<file path="src/rtl/shift_pkg.sv">
// Shared encodings for the multi-cycle shift unit: FSM states, per-cycle
// step size and shift direction codes.
package shift_pkg;

  localparam logic [1:0] ST_IDLE  = 2'd0;
  localparam logic [1:0] ST_SHIFT = 2'd1;
  localparam logic [1:0] ST_DONE  = 2'd2;

  // Largest shift distance applied in one cycle
  localparam int STEP_MAX = 2;

  localparam logic DIR_SLL = 1'b0;
  localparam logic DIR_SRL = 1'b1;

  typedef enum logic [1:0] {
    S_IDLE  = ST_IDLE,
    S_SHIFT = ST_SHIFT,
    S_DONE  = ST_DONE
  } state_t;

endpackage

</file>
<file path="src/rtl/shl2_stage.sv">
// Combinational single-step shifter: moves the operand by 2 bits (sel2=1)
// or by 1 bit (sel2=0), zero-filling vacated positions.
// Optional feature macro: SHIFT_DIR_EN adds the dir input and a right-shift
// path; without it only left shifts exist in the netlist.
module shl2_stage
  import shift_pkg::*;
#(
  parameter int WIDTH = 32
) (
  input  logic [WIDTH-1:0] din,
  input  logic             sel2,
`ifdef SHIFT_DIR_EN
  input  logic             dir,
`endif
  output logic [WIDTH-1:0] dout
);

  // Select step distance (and direction when enabled)
  always_comb begin
    dout = sel2 ? (din << 2) : (din << 1);
`ifdef SHIFT_DIR_EN
    if (dir == DIR_SRL) begin
      dout = sel2 ? (din >> 2) : (din >> 1);
    end
`endif
  end

endmodule

</file>
<file path="src/rtl/seq_shift_unit.sv">
// Multi-cycle logical shift unit for the EX stage. Shifts by shamt, two bits
// per cycle with a single-bit final step for odd amounts, under a start/done
// handshake; busy stalls the pipeline while an operation is in flight.
// SHAMT_W must satisfy 2**SHAMT_W <= WIDTH.
// Optional feature macro: SHIFT_DIR_EN adds the dir port (0=SLL, 1=SRL).
module seq_shift_unit
  import shift_pkg::*;
#(
  parameter int WIDTH   = 32,
  parameter int SHAMT_W = 5
) (
  input  logic               clk,
  input  logic               rst,
  input  logic               start,
  input  logic [WIDTH-1:0]   data_in,
  input  logic [SHAMT_W-1:0] shamt,
`ifdef SHIFT_DIR_EN
  input  logic               dir,
`endif
  output logic               busy,
  output logic               done,
  output logic [WIDTH-1:0]   data_out
);

  localparam logic [SHAMT_W-1:0] STEP_CNT = SHAMT_W'(STEP_MAX);

  state_t             state_q, state_d;
  logic [SHAMT_W-1:0] cnt_q,   cnt_d;
  logic [WIDTH-1:0]   sreg_q,  sreg_d;
  logic [WIDTH-1:0]   dout_q,  dout_d;
  logic [WIDTH-1:0]   sh_out;
  logic               sel2;

  // Take a full 2-bit step unless only one bit of shift remains
  assign sel2 = (cnt_q >= STEP_CNT);

`ifdef SHIFT_DIR_EN
  logic dir_q, dir_d;

  shl2_stage #(.WIDTH(WIDTH)) u_step (
    .din  (sreg_q),
    .sel2 (sel2),
    .dir  (dir_q),
    .dout (sh_out)
  );
`else
  shl2_stage #(.WIDTH(WIDTH)) u_step (
    .din  (sreg_q),
    .sel2 (sel2),
    .dout (sh_out)
  );
`endif

  // State, counter, shift and result registers
  always_ff @(posedge clk or posedge rst) begin
    if (rst) begin
      state_q <= S_IDLE;
      cnt_q   <= '0;
      sreg_q  <= '0;
      dout_q  <= '0;
`ifdef SHIFT_DIR_EN
      dir_q   <= DIR_SLL;
`endif
    end else begin
      state_q <= state_d;
      cnt_q   <= cnt_d;
      sreg_q  <= sreg_d;
      dout_q  <= dout_d;
`ifdef SHIFT_DIR_EN
      dir_q   <= dir_d;
`endif
    end
  end

  // Next-state logic; the result register is loaded on entry to DONE so it
  // is valid while done is high and holds afterwards
  always_comb begin
    state_d = state_q;
    cnt_d   = cnt_q;
    sreg_d  = sreg_q;
    dout_d  = dout_q;
`ifdef SHIFT_DIR_EN
    dir_d   = dir_q;
`endif
    case (state_q)
      S_IDLE: begin
        if (start) begin
          sreg_d = data_in;
          cnt_d  = shamt;
`ifdef SHIFT_DIR_EN
          dir_d  = dir;
`endif
          if (shamt == '0) begin
            state_d = S_DONE;
            dout_d  = data_in;
          end else begin
            state_d = S_SHIFT;
          end
        end
      end
      S_SHIFT: begin
        sreg_d = sh_out;
        cnt_d  = sel2 ? (cnt_q - STEP_CNT) : '0;
        // Leaving when this step consumes the remaining count
        if (cnt_q <= STEP_CNT) begin
          state_d = S_DONE;
          dout_d  = sh_out;
        end
      end
      S_DONE: begin
        state_d = S_IDLE;
      end
      default: begin
        state_d = S_IDLE;
      end
    endcase
  end

  assign busy     = (state_q == S_SHIFT) || (state_q == S_DONE);
  assign done     = (state_q == S_DONE);
  assign data_out = dout_q;

endmodule

</file>
<file path="config.mk">
export PLATFORM = sky130hd
export DESIGN_NAME = seq_shift_unit
export DESIGN_NICKNAME = d
export VERILOG_FILES = /design/src/rtl/shift_pkg.sv /design/src/rtl/shl2_stage.sv /design/src/rtl/seq_shift_unit.sv
export SDC_FILE = /design/constraint.sdc
export NUM_CORES = 1
export LEC_CHECK = 0
export ABC_AREA = 1
export CELL_PAD_IN_SITES_DETAIL_PLACEMENT = 0
export CELL_PAD_IN_SITES_GLOBAL_PLACEMENT = 2
export CORE_MARGIN = 10
export CORE_UTILIZATION = 32
export CTS_CLUSTER_DIAMETER = 60
export CTS_CLUSTER_SIZE = 25
export DETAILED_ROUTE_END_ITERATION = 6
export GPL_ROUTABILITY_DRIVEN = 1
export HOLD_SLACK_MARGIN = 0.08
export PLACE_DENSITY_LB_ADDON = 0.1
export SYNTH_ARGS = -nofsm -noshare
export SYNTH_HDL_FRONTEND = slang
export SYNTH_HIERARCHICAL = 1
export SYNTH_SLANG_ARGS = --single-unit
</file>
<file path="constraint.sdc">
create_clock -name clk -period 7.4 [get_ports clk]
set_clock_uncertainty 0.15 [all_clocks]
set_input_delay 1.85 -clock clk [delete_from_list [all_inputs] [get_ports clk]]
set_output_delay 1.85 -clock clk [all_outputs]
set_load 0.005 [all_outputs]
</file>
==> impl_metrics.py <==
metrics = {
    "timing": {
        "fin_crit_sh": 0.527,
        "rsz0062_at_grt": "false",
        "setup_viol": 0,
        "report.final.slew_viol_count": 0,
        "layout_setup_ws_ps": 3500,
        "hold_viol": 0,
        "relSlewSlack": 0.360,
        "finalSetupTns_ps": 0,
        "max_freq_mhz": 256,
        "timing.final.crit_period_ps": 3900,
        "worst_pin_slew_ps": 958,
    },
    "final_layout": {
        "drive_gt1_frac": 0.0573,
        "final_cell_mix": "232 x nand2_1, 73 x clkdlybuf4s50_1, 70 x dfrtp_1",
        "area_growth_pct": 26.0,
        "fillerInstances": 1300,
        "final_area_sq_um": 5070,
        "mostFrequentLayoutCell": "nand2_1",
        "diodes": 0,
        "final_net_count": 650,
    },
    "clock_network": {
        "clockBufferDepth": 2,
        "cts.repair.resized": 0,
        "cts_setup_buffers": 0,
        "cts_hold_buf": 0,
        "cts_tree": "done",
        "clk_latency_ps": 340,
        "clk_pin_slew_ps": 60,
        "root_buffer": "clkbuf_16",
        "clock_sinks": 70,
        "h-tree-depth": 3,
        "numCtsBuffers": 9,
    },
    "power_and_ir_drop": {
        "vdd_ir_drop_max_v": 0.000153,
        "p_leak_nw": 2.52,
        "powerDensity_nw_per_um2": 490,
    },
    "route": {
        "wl_per_cell_um": 14.2,
        "drc": 0,
        "drt-initial-drc-count": 220,
        "vias": 3590,
        "drt_wl_total_mm": 11.1,
        "vias_per_cell": 4.61,
        "first_pass_iters": 4,
        "ant_nets": 0,
    },
    "run_status": {
        "status": "completed",
    },
    "die": {
        "die-height_um": 132,
        "start_util": 0.331,
        "core_area_sq_um": 12200,
        "rows": 40,
        "ios": 74,
        "die-area_sq_um": 17500,
        "die_x_um": 132,
    },
    "place": {
        "globalplace.congestion": 0.740,
        "dp.final_hpwl_mm": 6.86,
        "dpl_worst_slack_ps": 3140,
        "dpl-instance-area_sq_um": 4780,
        "portBuffers": 73,
    },
    "worst_setup_path": {
        "cp-end-kind": "register",
        "crit_fanout": 33,
        "required_ps": 7520,
        "critPathLaunchType": "input pin",
        "critPathKind": "input pin to register",
        "cp_data_arrival_time_ps": 4020,
    },
    "synthesis": {
        "ys_warn_count": 6,
        "syn-num-nets": 596,
        "avgSynthCellArea_sq_um": 7.29,
        "synth_area_sq_um": 4020,
        "synthCells": 552,
    },
    "worst_hold_path": {
        "hp-class": "register to register",
    },
    "global_route": {
        "grt_pass1_vias": 3667,
        "grt_start_max_net_pins": 71,
        "grt-ovfl-total": 0,
        "grt_pass1_wl_mm": 18.8,
        "grt.total_usage": 0.131,
        "antenna_found_initial": 0,
    },
    "run": {
        "drv_cap": 0,
    },
}
==> metrics by stage <==
stage / power (mW) / hold WS [ps] / utilization / instances
2_1_floorplan: 1.70 / 319 / - / 552
6_report: 2.48 / 385 / 0.417 / 779
4_1_cts: 2.54 / 391 / 0.417 / 779
3_3_place_gp: 2.09 / 375 / 0.393 / 763
3_5_place_dp: 2.08 / 375 / 0.393 / 763
5_1_grt: 2.76 / 430 / 0.417 / 779
==> critical path, stage by stage <==
cell,delay (ps)
clkdlybuf4s50_1,420
nor2_1,120
nand3_1,100
nand2_1,90
nand2_2,430
inv_2,700
nand3_1,170
nand2_1,120
==> path summary, 6_finish.rpt <==
kind | start | to | slack [ps] | cells past startpoint
max in group asynchronous | rst | cnt_q[4] | 4520 | 3
hold / removal | state_q[0] | state_q[0] | 390 | 2
min in group asynchronous | rst | data_out[14] | 1990 | 3
hold reg to reg | state_q[0] | state_q[0] | 390 | 2
setup reg to reg | state_q[0] | data_out[9] | 4520 | 7
setup / recovery | shamt[3] | data_out[9] | 3500 | 8
==> final cells by class <==
cell class	instances	area (sq um)	area share
tap	168	210	0.0415
multi-input combinational	399	1870	0.369
clock inverter	5	60.1	0.0118
sequential	70	1750	0.345
timing repair buffer	77	761	0.150
clock buffer	11	233	0.0459
inverter	49	184	0.0363
==> per-layer routing <==
layer | up-vias | global-route usage | share of wire | wire [um]
met1 | 1670 | 0.167 | 0.49 | 5380
met3 | 4 | 0.0370 | 0.043 | 473
met2 | 73 | 0.209 | 0.47 | 5160
li1 | 1843 | - | - | -
met5 | - | 0 | 0 | 0
met4 | 0 | 0.0408 | 0.0060 | 67
==> state kept, by name, summed over array words and instances, names as in the netlist <==
register	count
cnt_q	5
data_out	32
sreg_q	31
state_q	2
==> power breakdown <==
group          leakage (nW)  switching (mW)  internal [mW]  total [mW]
Sequential            0.831           0.129          0.587       0.716
Clock                 0.140           0.171          0.262       0.433
Combinational          1.55           0.812          0.522        1.33
Total                  2.52            1.11           1.37        2.48
No activity file was read; power rests on OpenSTA's default activity.
